`config.mk`:
```
export PLATFORM = sky130hd
export DESIGN_NAME = mod_sched
export DESIGN_NICKNAME = d
export VERILOG_FILES = /design/src/rtl/mod_pkg.sv /design/src/rtl/mod_cfg_shadow.sv /design/src/rtl/mod_sched.sv
export SDC_FILE = /design/constraint.sdc
export NUM_CORES = 1
export LEC_CHECK = 0
export ABC_AREA = 0
export CORE_UTILIZATION = 58
export CTS_BUF_LIST = sky130_fd_sc_hd__clkbuf_4
export DETAILED_ROUTE_END_ITERATION = 16
export GPL_ROUTABILITY_DRIVEN = 0
export PLACE_DENSITY = 0.87
export SYNTH_ARGS = -nofsm -noshare
export SYNTH_HDL_FRONTEND = slang
export SYNTH_SLANG_ARGS = --single-unit
```
`constraint.sdc`:
```
create_clock -name i_clk -period 4.6 [get_ports i_clk]
set_clock_uncertainty 0.15 [all_clocks]
set_input_delay 0.92 -clock i_clk [delete_from_list [all_inputs] [get_ports i_clk]]
set_output_delay 0.92 -clock i_clk [all_outputs]
set_load 0.005 [all_outputs]
```
`src/rtl/mod_pkg.sv`:
```
// mod_pkg: shared state encoding, default widths and the configuration record for the modulation scheduler.
package mod_pkg;
    localparam int          OUTPUT_BIT_DEF = 14;
    localparam int          CNT_W_DEF      = 16;
    localparam logic [31:0] DEF_FREQ_DEF   = 32'd125;

    typedef enum logic [1:0] {IDLE, SETTLE, SAMPLE, WAIT} state_t;

    typedef struct packed {
        logic [31:0]               freq;
        logic [OUTPUT_BIT_DEF-1:0] amp_H;
        logic [OUTPUT_BIT_DEF-1:0] amp_L;
        logic [CNT_W_DEF-1:0]      settle;
        logic [CNT_W_DEF-1:0]      win;
    } cfg_t;
endpackage

```
`src/rtl/mod_cfg_shadow.sv`:
```
// mod_cfg_shadow: pending/active configuration double buffer; a request applies the pending set only if one is waiting.
module mod_cfg_shadow
    import mod_pkg::*;
#(
    parameter logic [31:0] DEF_FREQ = DEF_FREQ_DEF
) (
    input  logic                      i_clk,
    input  logic                      i_rst_n,
    input  logic                      wr_i,
    input  cfg_t                      cfg_i,
    input  logic                      apply_i,
    output logic [31:0]               freq_o,
    output logic [OUTPUT_BIT_DEF-1:0] amp_h_o,
    output logic [OUTPUT_BIT_DEF-1:0] amp_l_o,
    output logic [CNT_W_DEF-1:0]      win_o,
    output logic [CNT_W_DEF-1:0]      eff_settle_o,
    output logic [CNT_W_DEF-1:0]      eff_win_o,
    output logic                      pend_o,
    output logic                      applied_o
);
    cfg_t pend_set_q, act_q;
    logic pend_q, applied_q;
    logic apply;

    assign apply = apply_i && pend_q;
    // The FSM needs the values that are active after this cycle's apply.
    assign eff_settle_o = apply ? pend_set_q.settle : act_q.settle;
    assign eff_win_o    = apply ? pend_set_q.win    : act_q.win;
    assign freq_o       = act_q.freq;
    assign amp_h_o      = act_q.amp_H;
    assign amp_l_o      = act_q.amp_L;
    assign win_o        = act_q.win;
    assign pend_o       = pend_q;
    assign applied_o    = applied_q;

    always_ff @(posedge i_clk or negedge i_rst_n) begin
        if (!i_rst_n) begin
            pend_set_q <= '0;
            act_q      <= '{freq: DEF_FREQ, amp_H: '0, amp_L: '0, settle: '0, win: '0};
            pend_q     <= 1'b0;
            applied_q  <= 1'b0;
        end else begin
            if (wr_i) pend_set_q <= cfg_i;
            if (apply) act_q <= pend_set_q;
            pend_q    <= wr_i || (pend_q && !apply);
            applied_q <= apply;
        end
    end
endmodule

```
`src/rtl/mod_sched.sv`:
```
// mod_sched: applies generator configuration at full-period boundaries and times demodulation windows off status edges.
module mod_sched
    import mod_pkg::*;
#(
    parameter int          OUTPUT_BIT = OUTPUT_BIT_DEF,
    parameter logic [31:0] DEF_FREQ   = DEF_FREQ_DEF,
    parameter int          CNT_W      = CNT_W_DEF
) (
    input  logic                  i_clk,
    input  logic                  i_rst_n,
    input  logic                  i_en,
    input  logic                  i_cfg_wr,
    input  logic [31:0]           i_cfg_freq,
    input  logic [OUTPUT_BIT-1:0] i_cfg_amp_H,
    input  logic [OUTPUT_BIT-1:0] i_cfg_amp_L,
    input  logic [CNT_W-1:0]      i_cfg_settle,
    input  logic [CNT_W-1:0]      i_cfg_win,
    input  logic                  i_status,
    output logic [31:0]           o_freq_cnt,
    output logic [OUTPUT_BIT-1:0] o_amp_H,
    output logic [OUTPUT_BIT-1:0] o_amp_L,
    output logic                  o_cfg_pend,
    output logic                  o_cfg_applied,
    output logic                  o_sync,
    output logic                  o_smp_en,
    output logic                  o_smp_phase,
    output logic                  o_overrun
);
    state_t           state_q, state_d;
    logic [CNT_W-1:0] cnt_q, cnt_d;
    logic [CNT_W-1:0] act_win, eff_settle, eff_win;
    logic             status_q, phase_q, phase_d, sync_q, overrun_q;
    logic             stat_edge, stat_fall;
    cfg_t             cfg_in;

    assign stat_edge = i_status != status_q;
    assign stat_fall = stat_edge && !i_status;
    assign cfg_in    = '{freq: i_cfg_freq, amp_H: i_cfg_amp_H, amp_L: i_cfg_amp_L,
                         settle: i_cfg_settle, win: i_cfg_win};

    mod_cfg_shadow #(.DEF_FREQ(DEF_FREQ)) u_shadow (
        .i_clk       (i_clk),
        .i_rst_n     (i_rst_n),
        .wr_i        (i_cfg_wr),
        .cfg_i       (cfg_in),
        .apply_i     (stat_fall && i_en),
        .freq_o      (o_freq_cnt),
        .amp_h_o     (o_amp_H),
        .amp_l_o     (o_amp_L),
        .win_o       (act_win),
        .eff_settle_o(eff_settle),
        .eff_win_o   (eff_win),
        .pend_o      (o_cfg_pend),
        .applied_o   (o_cfg_applied)
    );

    assign o_sync      = sync_q;
    assign o_smp_en    = state_q == SAMPLE;
    assign o_smp_phase = phase_q;
    assign o_overrun   = overrun_q;

    // A zero settle skips SETTLE so the strobe starts right after the edge.
    always_comb begin
        state_d = state_q;
        cnt_d   = cnt_q - CNT_W'(cnt_q != '0);
        phase_d = phase_q;
        if (!i_en) begin
            state_d = IDLE;
        end else if (stat_edge) begin
            phase_d = i_status;
            state_d = eff_settle != '0 ? SETTLE : eff_win != '0 ? SAMPLE : WAIT;
            cnt_d   = eff_settle != '0 ? eff_settle : eff_win;
        end else if (state_q == SETTLE && cnt_q <= CNT_W'(1)) begin
            state_d = act_win != '0 ? SAMPLE : WAIT;
            cnt_d   = act_win;
        end else if (state_q == SAMPLE && cnt_q <= CNT_W'(1)) begin
            state_d = WAIT;
        end
    end

    always_ff @(posedge i_clk or negedge i_rst_n) begin
        if (!i_rst_n) begin
            state_q   <= IDLE;
            cnt_q     <= '0;
            status_q  <= 1'b0;
            phase_q   <= 1'b0;
            sync_q    <= 1'b0;
            overrun_q <= 1'b0;
        end else begin
            state_q   <= state_d;
            cnt_q     <= cnt_d;
            status_q  <= i_status;
            phase_q   <= phase_d;
            sync_q    <= stat_edge;
            overrun_q <= i_en && stat_edge && state_q == SAMPLE;
        end
    end
endmodule

```
==> metrics.md <==
| Metric | Value |
|---|---|
| PD cells | `~470 nW/um2` |
| Setup_tns | `0 ns` |
| Most frequent cells in the layout | `202 x dfrtp_1, 182 x mux2_2, 160 x clkdlybuf4s50_1` |
| Non-filler instance count after layout | `977` |
| Max Fanout on Critical Path | `8` |
| Clk slew on worst S/H paths | `approximately 0.060 ns` |
| Die ar. | `15,730 um2` |
| Sw Ratio | `roughly 27%` |
| Mapped Cells | `623` |
| CP Class | `flop to flop` |
| Vias per Instance | `approximately 5.6` |
| Final wirelength | `18.57 mm` |
| FMAX | `295.9 MHz` |
| Worst Hold Class | `input port to asynchronous set/reset pin` |
| Vias in the first global route | `6,104` |
| Post-synth EDFFs | `0` |
| Synth cell types | `39` |
| Max VDD drop | `roughly 0.28 mV` |
| Count of warnings emitted by yosys | `0` |
| DRT antenna net count | `0` |
| Status | `finished, final reports clean` |
| Slew @ Worst Pin | `0.9651 ns` |
| Clock power frac | `29.3%` |
| Worst Setup SP | `cnt_q[8]$_DFF_PN0_` |
| Chip Width | `125.4 um` |
| Power Total | `0.005147 W` |
| Sequential share of the synthesized area | `roughly three fifths` |
| Hold buffer count at cts | `0` |
| Setup crit end kind | `flop` |
| Reg2Reg Depth | `11` |
| DRT iter0 DRCs | `about 210` |
| Max Slew Vio Count | `0` |
| Post-placement cell count | `between 800 and 900` |
| ANT cells | `0` |
| Clock Latency Late Sink | `0.65 ns` |
| P&R area growth vs syn | `22.70%` |
| Ys async rst share | `100.0%` |
| Root buffer cell | `clkbuf_4` |
| HPWL after DPL | `12.62 mm` |
| DRC viols | `0` |
| Site row count | `44` |
| Setup-failing EPs final | `0` |
| DR pass1 iterations | `10` |
| Period utilization | `73.47%` |
| Port Buffers | `162` |
| Post-CTS setup buffer count | `0` |
| Mapped Nets | `a little over 700` |
| CP required | `4.93 ns` |
| Crit path arrival time | `3.71 ns` |
| CTS Buf Count | `52` |
| Sw Pwr | `0.001408 W` |
| Share of cells above drive strength 1 | `36.82%` |
| Post-route setup slack | `1.220 ns` |
| Ys flop type | `dfrtp_1` |
| Core Box Area | `14,700 um2` |
| Total GRT Usage | `25.19%` |
| Initial antenna violation count | `0` |
| Rel. slew slack | `35.66%` |
| Final Hold Viols | `0` |
| GRT overflow | `0` |
| Leak | `4.586 nW` |
| Gate power share | `23.1%` |
| Count of clock tree sinks | `208` |
| Fin crit period | `3.380 ns` |
| Place WS | `between 1 and 1.5 ns` |
| Initial Utilization | `60.10%` |
| Reg2Reg Capture Point | `cnt_q[8]$_DFF_PN0_` |
| Worst setup path end | `cnt_q[8]$_DFF_PN0_` |
| Unrepaired setup endpoints after global routing | `false` |
| Synthesized cell area | `8833 um2` |
| Routed wire length per instance | `about 19 um` |
| Flops & latches, synth | `208` |
| R2R Setup Slk | `1.22 ns` |
| Top Ports | `163` |
| DR vias | `5,466` |
| CTS tree | `built` |
| Global-route wire length before repair | `approximately 31 mm` |
| Flop pwr share | `47.7%` |
| Die Height | `125.4 um` |
| H-tree depth | `2` |
| Pin count of the biggest net entering global routing | `121` |
| Resized cells post-CTS | `0` |
| Fill cell count | `930` |
| Most common cell after layout, fill and taps aside | `dfrtp_1` |
| Pint | `between 0.003 and 0.004 W` |
| Max clock buf depth | `3` |
| Final layout net count | `861` |
| Avg Cell Area, Syn | `14.18 um2` |
| R2R Path Start | `cnt_q[8]$_DFF_PN0_` |
| Max-Cap Viols | `0` |
| CP Launch Type | `flop` |
## cells by family (layout without fill, tap and decap cells)
family	Yosys count	in the layout	synth area share, %
muxes	186	186	23.65
and+or+nand+nor	61	61	4.023
buffers and inverters	94	264	6.700
adders and majority gates	3	3	0.4250
AOI/OAI and AO/OA	57	57	4.802
xor gates and xnor gates	14	14	1.388
DFF	208	208	59.01
## stage by stage
stage                     hold WS, ns  util, %  instance area, um2
final                          0.2719    73.74               10840
after CTS                      0.2542    73.74               10840
after detailed placement       0.3422    69.40               10200
after global placement         0.3175    69.40               10200
after global routing           0.2910    73.74               10840
after floorplan                0.2995        -                8833
## Yosys cell counts (all sizes together), types with 2 or more instances
master,count,share of area (%)
nand2,9,0.38
nor4,16,1.1
dfrtp,202,57
ha,3,0.42
clkbuf,21,0.89
mux2,182,23
nor3,6,0.47
dfstp,6,1.8
xnor2,5,0.50
nor2,9,0.41
nor3b,2,0.17
or4,3,0.30
o21ai,17,0.96
a21oi,19,1.2
nand4,3,0.21
a311oi,2,0.20
nand3,8,0.57
mux2i,4,0.45
xor2,9,0.89
a2bb2oi,15,2.1
or3,3,0.21
buf,64,5.4
inv,9,0.38
## sequential cells by signal (all words and copies together) (netlist names), 2 cells and up
register	cells
u_shadow.amp_h_o	14
u_shadow.amp_l_o	14
u_shadow.pend_set_q	92
u_shadow.act_q	16
cnt_q	16
u_shadow.win_o	16
state_q	2
u_shadow.freq_o	32
## cell type report
class	instances	area, um2	share of cell area [%]
clock buffers	77	578.1	5.333
clock inverters	9	60.06	0.5541
inverters	9	33.78	0.3117
repair buffers	169	1688	15.57
flip-flops and latches	208	5213	48.09
well taps	184	230.2	2.124
multi-input cells	321	3037	28.02
## critical path, cell delays in order (launching register included)
cell and delay [ns]:
dfrtp_1 0.41, or4_4 0.56, nor3_4 0.32, nand2_1 0.20, or3_1 0.35, ha_1 0.25
ha_1 0.31, nand3_1 0.16, or3_1 0.13, xor2_1 0.18, a2bb2oi_2 0.13, o21ai_1 0.07
## routing by layer
metal	routed length, um	up-vias	GRT usage [%]
met5	0	-	0
met4	440	0	10.62
met3	1523	39	9.285
met2	9481	192	42.33
met1	7122	2764	29.15
li1	-	2471	-
## worst min path at each step
stage,startpoint,endpoint,cells after the start
floorplan,state_q[0]$_DFFE_PN0P_,o_overrun$_DFF_PN0_,1
global placement,o_smp_phase$_DFFE_PN0P_,o_smp_phase$_DFFE_PN0P_,2
detailed placement,u_shadow.amp_l_o[10]$_DFFE_PN0N_,u_shadow.amp_l_o[10]$_DFFE_PN0N_,1
CTS,i_rst_n,u_shadow.pend_set_q[37]$_DFFE_PN0P_,1
global route,i_rst_n,u_shadow.pend_set_q[46]$_DFFE_PN0P_,1
finish,i_rst_n,u_shadow.pend_set_q[88]$_DFFE_PN0P_,1
## power by group through the flow
stage / clock network (W) / logic (W) / registers (W)
floorplan: 0 / 0.000836 / 0.00239
global placement: 0 / 0.00114 / 0.00245
detailed placement: 0 / 0.00119 / 0.00248
CTS: 0.00156 / 0.00120 / 0.00245
global route: 0.00165 / 0.00129 / 0.00250
finish: 0.00151 / 0.00119 / 0.00245
Note: power is estimated with default switching activity, not from simulation.
